`src/rtl/pipeline_ctrl_pkg.sv`:
```
// Shared definitions for the pipeline control blocks.
//   ST_RUN / ST_MEM_WAIT : state encoding of the data-memory wait FSM
//   REG_ZERO             : architectural zero register index (never a hazard)
//   REG_W_DEF            : default register-index width
package pipeline_ctrl_pkg;

    typedef logic state_t;

    localparam state_t     ST_RUN      = 1'b0;
    localparam state_t     ST_MEM_WAIT = 1'b1;

    localparam int         REG_W_DEF   = 5;
    localparam logic [4:0] REG_ZERO    = 5'd0;

endpackage

```
`src/rtl/hazard_stall_controller_mem_wait_timer.sv`:
```
// Data-memory wait timer: RUN/MEM_WAIT state machine plus down-counter.
// The freeze begins combinationally in the cycle mem_req is seen and lasts
// exactly MEM_WAIT_CYCLES cycles in total.
// Ports:
//   clk     in   pipeline clock, rising edge
//   reset   in   asynchronous active-low reset
//   mem_req in   load/store in MEM this cycle (single-cycle pulse)
//   frozen  out  full-pipeline freeze active
module mem_wait_timer
    import pipeline_ctrl_pkg::*;
#(
    parameter int MEM_WAIT_CYCLES = 2
) (
    input  logic clk,
    input  logic reset,
    input  logic mem_req,
    output logic frozen
);

    // The request cycle itself is the first frozen cycle, so the counter
    // only has to cover the remaining MEM_WAIT_CYCLES-1 cycles.
    localparam int   WAIT_W   = (MEM_WAIT_CYCLES > 2) ? $clog2(MEM_WAIT_CYCLES) : 1;
    localparam int   LOAD_VAL = (MEM_WAIT_CYCLES >= 2) ? MEM_WAIT_CYCLES - 1 : 0;
    localparam logic MULTI    = (MEM_WAIT_CYCLES >= 2);
    localparam logic ENABLED  = (MEM_WAIT_CYCLES >= 1);

    state_t              state_reg;
    state_t              state_next;
    logic [WAIT_W-1:0]   wait_cnt_reg;
    logic [WAIT_W-1:0]   wait_cnt_next;

    // State register
    always_ff @(posedge clk or negedge reset) begin
        if (!reset) begin
            state_reg    <= ST_RUN;
            wait_cnt_reg <= '0;
        end else begin
            state_reg    <= state_next;
            wait_cnt_reg <= wait_cnt_next;
        end
    end

    // Next-state logic
    always_comb begin
        state_next    = state_reg;
        wait_cnt_next = wait_cnt_reg;
        case (state_reg)
            ST_RUN: begin
                if (MULTI && mem_req) begin
                    state_next    = ST_MEM_WAIT;
                    wait_cnt_next = WAIT_W'(LOAD_VAL);
                end
            end
            ST_MEM_WAIT: begin
                // mem_req is deliberately ignored here
                if (wait_cnt_reg == WAIT_W'(1)) begin
                    state_next    = ST_RUN;
                    wait_cnt_next = '0;
                end else begin
                    wait_cnt_next = wait_cnt_reg - WAIT_W'(1);
                end
            end
            default: begin
                state_next    = ST_RUN;
                wait_cnt_next = '0;
            end
        endcase
    end

    // Output logic (Mealy); forced low while reset is held
    always_comb begin
        frozen = 1'b0;
        if (reset) begin
            frozen = ((state_reg == ST_RUN) && mem_req && ENABLED) ||
                     (state_reg == ST_MEM_WAIT);
        end
    end

endmodule

```
`src/rtl/hazard_stall_controller.sv`:
```
// Hazard / stall controller for the 5-stage pipeline. Drives PC and
// pipeline-register hold/flush controls for load-use hazards, taken
// branches, jumps and multi-cycle data-memory waits, and counts stalls.
// Priority: freeze > branch_taken > load-use > jump > none.
// Ports:
//   clk, reset                  clock / asynchronous active-low reset
//   id_rs, id_rt, id_uses_rt    source operands of the ID instruction
//   ex_mem_read, ex_rt          load in EX and its destination
//   branch_taken, id_jump       control-flow redirects
//   mem_req                     data-memory access starting in MEM
//   pc_hold, ifid_hold, ifid_flush, idex_hold, idex_flush, exmem_hold
//                               pipeline controls (combinational, Mealy)
//   frozen                      full-pipeline freeze active
//   stall_count                 saturating count of cycles with pc_hold=1
module hazard_stall_controller
    import pipeline_ctrl_pkg::*;
#(
    parameter int MEM_WAIT_CYCLES = 2,
    parameter int CNT_W           = 16,
    parameter int REG_W           = REG_W_DEF
) (
    input  logic             clk,
    input  logic             reset,
    input  logic [REG_W-1:0] id_rs,
    input  logic [REG_W-1:0] id_rt,
    input  logic             id_uses_rt,
    input  logic             ex_mem_read,
    input  logic [REG_W-1:0] ex_rt,
    input  logic             branch_taken,
    input  logic             id_jump,
    input  logic             mem_req,
    output logic             pc_hold,
    output logic             ifid_hold,
    output logic             ifid_flush,
    output logic             idex_hold,
    output logic             idex_flush,
    output logic             exmem_hold,
    output logic             frozen,
    output logic [CNT_W-1:0] stall_count
);

    logic             frozen_int;
    logic             load_use;
    logic [CNT_W-1:0] stall_count_reg;

    mem_wait_timer #(
        .MEM_WAIT_CYCLES (MEM_WAIT_CYCLES)
    ) u_mem_wait_timer (
        .clk     (clk),
        .reset   (reset),
        .mem_req (mem_req),
        .frozen  (frozen_int)
    );

    // A load writing r0 produces no real value, so it can never stall.
    assign load_use = ex_mem_read &&
                      (ex_rt != REG_W'(REG_ZERO)) &&
                      ((ex_rt == id_rs) || (id_uses_rt && (ex_rt == id_rt)));

    always_comb begin
        pc_hold    = 1'b0;
        ifid_hold  = 1'b0;
        ifid_flush = 1'b0;
        idex_hold  = 1'b0;
        idex_flush = 1'b0;
        exmem_hold = 1'b0;
        if (reset) begin
            if (frozen_int) begin
                pc_hold    = 1'b1;
                ifid_hold  = 1'b1;
                idex_hold  = 1'b1;
                exmem_hold = 1'b1;
            end else if (branch_taken) begin
                ifid_flush = 1'b1;
                idex_flush = 1'b1;
            end else if (load_use) begin
                pc_hold    = 1'b1;
                ifid_hold  = 1'b1;
                idex_flush = 1'b1;
            end else if (id_jump) begin
                // Squash the sequentially fetched instruction behind the jump.
                ifid_flush = 1'b1;
            end
        end
    end

    assign frozen = frozen_int;

    always_ff @(posedge clk or negedge reset) begin
        if (!reset) begin
            stall_count_reg <= '0;
        end else if (pc_hold && (stall_count_reg != {CNT_W{1'b1}})) begin
            stall_count_reg <= stall_count_reg + CNT_W'(1);
        end
    end

    assign stall_count = stall_count_reg;

endmodule

```
`config.mk`:
```
export PLATFORM = sky130hd
export DESIGN_NAME = hazard_stall_controller
export DESIGN_NICKNAME = d
export VERILOG_FILES = /design/src/rtl/pipeline_ctrl_pkg.sv /design/src/rtl/hazard_stall_controller_mem_wait_timer.sv /design/src/rtl/hazard_stall_controller.sv
export SDC_FILE = /design/constraint.sdc
export NUM_CORES = 1
export LEC_CHECK = 0
export BUFFER_PORTS_ARGS = -buffer_cell sky130_fd_sc_hd__buf_2
export CAP_MARGIN = 30
export CORE_MARGIN = 2
export CORE_UTILIZATION = 46
export CTS_CLUSTER_DIAMETER = 60
export DETAILED_ROUTE_END_ITERATION = 6
export PLACE_DENSITY = 0.78
export SETUP_SLACK_MARGIN = 0.02
export SYNTH_ARGS = -nofsm -noshare
export SYNTH_HDL_FRONTEND = slang
export SYNTH_SLANG_ARGS = --single-unit
```
`constraint.sdc`:
```
create_clock -name clk -period 4.4 [get_ports clk]
set_input_delay 1.32 -clock clk [delete_from_list [all_inputs] [get_ports clk]]
set_output_delay 1.32 -clock clk [all_outputs]
set_load 0.05 [all_outputs]
```
==> impl_metrics.json <==
{
  "synth_top_family_by_area": "simple AND/OR/NAND/NOR gates",
  "path_delay_family": "simple AND/OR/NAND/NOR gates",
  "globalplace.congestion": 0.749,
  "cp_slowest_stage_delay_ns": 0.66,
  "status": "finished clean",
  "synth_fa_ha_area_share_pct": 1.20,
  "cap_viol_max_count": 0,
  "syn-cell-area_um2": 1040,
  "layout-drive-gt1-share_pct": 35.6,
  "cts_root_buf": "clkbuf_4",
  "fp.dieH_um": 51.6,
  "antenna_cells_inserted": 0,
  "startpoint_type": "input pin",
  "cts-htree-levels": 1,
  "muxShareOfSynthArea_pct": 2.16,
  "setup_tns_ns": 0,
  "cts_resized": 0,
  "clk_pin_slew_ns": 0.09,
  "total_power_w": 0.000620,
  "setup.worst_path.end_class": "output port",
  "final_critical_path_setup_slack_ns": 0.235,
  "numPlacedInstances": 174,
  "crit_buf_inv": 2,
  "synth-simple-area-share_pct": 21.8,
  "worst_path_max_delay_cell": "or4_2",
  "synthesis.nets": 127,
  "drt_wl_total_mm": 2.26,
  "power_per_cell_area_nw_per_um2": 475,
  "cp_common_cell": "buf_2",
  "rel_slew_slack_pct": 69.9,
  "vias_per_cell": 5.17,
  "critPathArrivalTime_ns": 2.85,
  "fillerInstances": 198,
  "grt_antenna_before_repair": 0,
  "global_route.overflow_total": 0,
  "final-seq-area_um2": 450,
  "dieArea_um2": 2660,
  "pre_cts_ws_ns": 0.214,
  "p_leak_nw": 0.650,
  "rsz0062_at_grt": "no",
  "synth_sequential_area_ratio_pct": 43.3,
  "actual_slew_at_the_worst_max_slew_pin_ns": 0.451,
  "syn-instance-count": 104,
  "synthDistinctLibCells": 26,
  "area_growth_syn_to_layout_pct": 25.6,
  "yosysWarnings": 0,
  "final_net_count": 174,
  "max_clock_freq_mhz": 240,
  "via_count_of_the_first_global_routing_pass": 902,
  "cts-hold-fix-buffers": 0,
  "wire_length_of_the_first_global_routing_pass_mm": 3.67,
  "synth_compound_area_share_pct": 6.37,
  "initial_utilization_pct": 48.0,
  "cts_sinks": 18,
  "largest_net_degree_at_the_start_of_global_routing": 16,
  "multiInputGateArea_um2": 542,
  "detail_route.drc_violations": 0,
  "number_of_iterations_in_the_first_detailed_routing_pass": 4,
  "layout_common_cells": "44 x buf_2, 18 x dfrtp_1, 15 x xnor2_1",
  "route.vias.total": 915,
  "min_period_over_period_pct": 94.7,
  "tritoncts": "done",
  "path_cells": "buf_2 -> or4_2 -> o21ai_1 -> o21ai_0 -> a21oi_2 -> buf_2",
  "final_cells": 177,
  "final-max-slew-violation-count": 0,
  "design.portCount": 45,
  "routed_wirelength_normalized_by_instance_count_um": 12.8,
  "worstPathRequired_ns": 3.08,
  "worst_skew_ns": 0.00358,
  "setup_viols_final": 0,
  "worst_ir_drop_vdd_v": 0.000422,
  "core_region_area_um2": 2170,
  "antenna_left": 0,
  "longest_clk_path_bufs": 2,
  "grtUsageTotal_pct": 18.3,
  "numPortBuffers": 44,
  "yosys_register_bits": 18,
  "period_needed_ns": 4.17,
  "place.detailed.hpwl_mm": 1.81,
  "dr.first_iter.drc_count": 11,
  "synthesis.area_per_instance_um2": 10.0,
  "die_width_um": 51.6,
  "cts_buffers": 3,
  "min_path_type": "flip-flop to flip-flop",
  "clkLatencyLatePin_ns": 0.28,
  "area_share_of_xor_xnor_cells_in_the_synthesized_design_pct": 20.2,
  "placementRows": 17,
  "finalHoldViolations": 0,
  "postCtsSetupBuffers": 0,
  "critical_path.max_fanout": 3,
  "timing.setup.critical_path_class": "input pin to output port",
  "layout_commonest_cell": "buf_2",
  "largest_register_ffs": 16
}
==> area by class of cell <==
type | count | share of cell area [%]
multi-input combinational | 77 | 41.4
sequential | 18 | 34.4
inverter | 4 | 1.15
timing repair buffer | 47 | 18.6
tap | 28 | 2.68
clock buffer | 3 | 1.72
==> path summary, 6_finish.rpt <==
kind | depth (start not counted) | start | slack [ns] | endpoint
setup / recovery | 6 | ex_rt[1] | 0.23 | ifid_flush
hold / removal | 1 | stall_count[6] | 0.49 | stall_count[6]
setup reg to reg | 6 | stall_count[7] | 2.34 | stall_count[1]
hold reg to reg | 1 | stall_count[6] | 0.49 | stall_count[6]
max in group asynchronous | 2 | reset | 3.12 | stall_count[9]
min in group asynchronous | 1 | reset | 0.88 | u_mem_wait_timer.state_reg
==> per-stage QoR <==
step	utilization, %	area, um^2	hold slack [ns]
4_1_cts	60.3	1310	0.491
2_1_floorplan	-	1040	0.447
3_5_place_dp	59.2	1280	0.480
6_report	60.3	1310	0.491
5_1_grt	60.3	1310	0.513
3_3_place_gp	59.2	1280	0.463
==> Yosys cell counts <==
cell / instances / area, um^2
mux2_1: 2 / 22.5
and3_1: 3 / 18.8
nand4_1: 8 / 50.1
a32oi_1: 1 / 8.76
nand2_1: 6 / 22.5
nor4_1: 1 / 6.26
nor2_1: 8 / 30.0
or4_2: 1 / 8.76
and4_1: 1 / 8.76
nand4b_1: 2 / 17.5
xor2_1: 9 / 78.8
nand3_1: 7 / 35.0
xnor2_1: 15 / 131
o21ai_1: 1 / 5.00
buf_6: 1 / 11.3
nand2b_1: 1 / 6.26
ha_1: 1 / 12.5
buf_1: 1 / 3.75
o41ai_4: 1 / 27.5
a21oi_1: 3 / 15.0
dfrtp_1: 18 / 450
buf_4: 3 / 22.5
nand3b_1: 1 / 7.51
inv_1: 4 / 15.0
nor3_1: 3 / 15.0
o21ai_0: 2 / 10.0
==> kinds of logic after synthesis <==
family | after synthesis
compound gates | 8
xor+xnor | 24
fa+ha+maj | 1
buf+inv | 9
flops | 18
mux | 2
simple gates | 42
==> power by group <==
part	internal, W	switching [W]	total, W
Combinational	0.0000843	0.000210	0.000294
Sequential	0.000204	0.0000445	0.000249
Clock	0.0000318	0.0000458	0.0000776
==> worst reg2reg max path: stages, from the launching register on <==
cell and delay [ns]:
dfrtp_1 0.45, and4_1 0.26, nand3_1 0.12, nor3_1 0.27
nand2b_1 0.31, nand2_1 0.22, mux2_1 0.33
==> routing by layer <==
layer | vias up | wire [um] | global-route usage [%]
li1 | 454 | - | -
met1 | 421 | 915 | 21.5
met2 | 38 | 1150 | 33.5
met3 | 2 | 179 | 3.45
met4 | 0 | 12 | 5.26
met5 | - | 0 | 0
(Power assumes the default switching activity.)
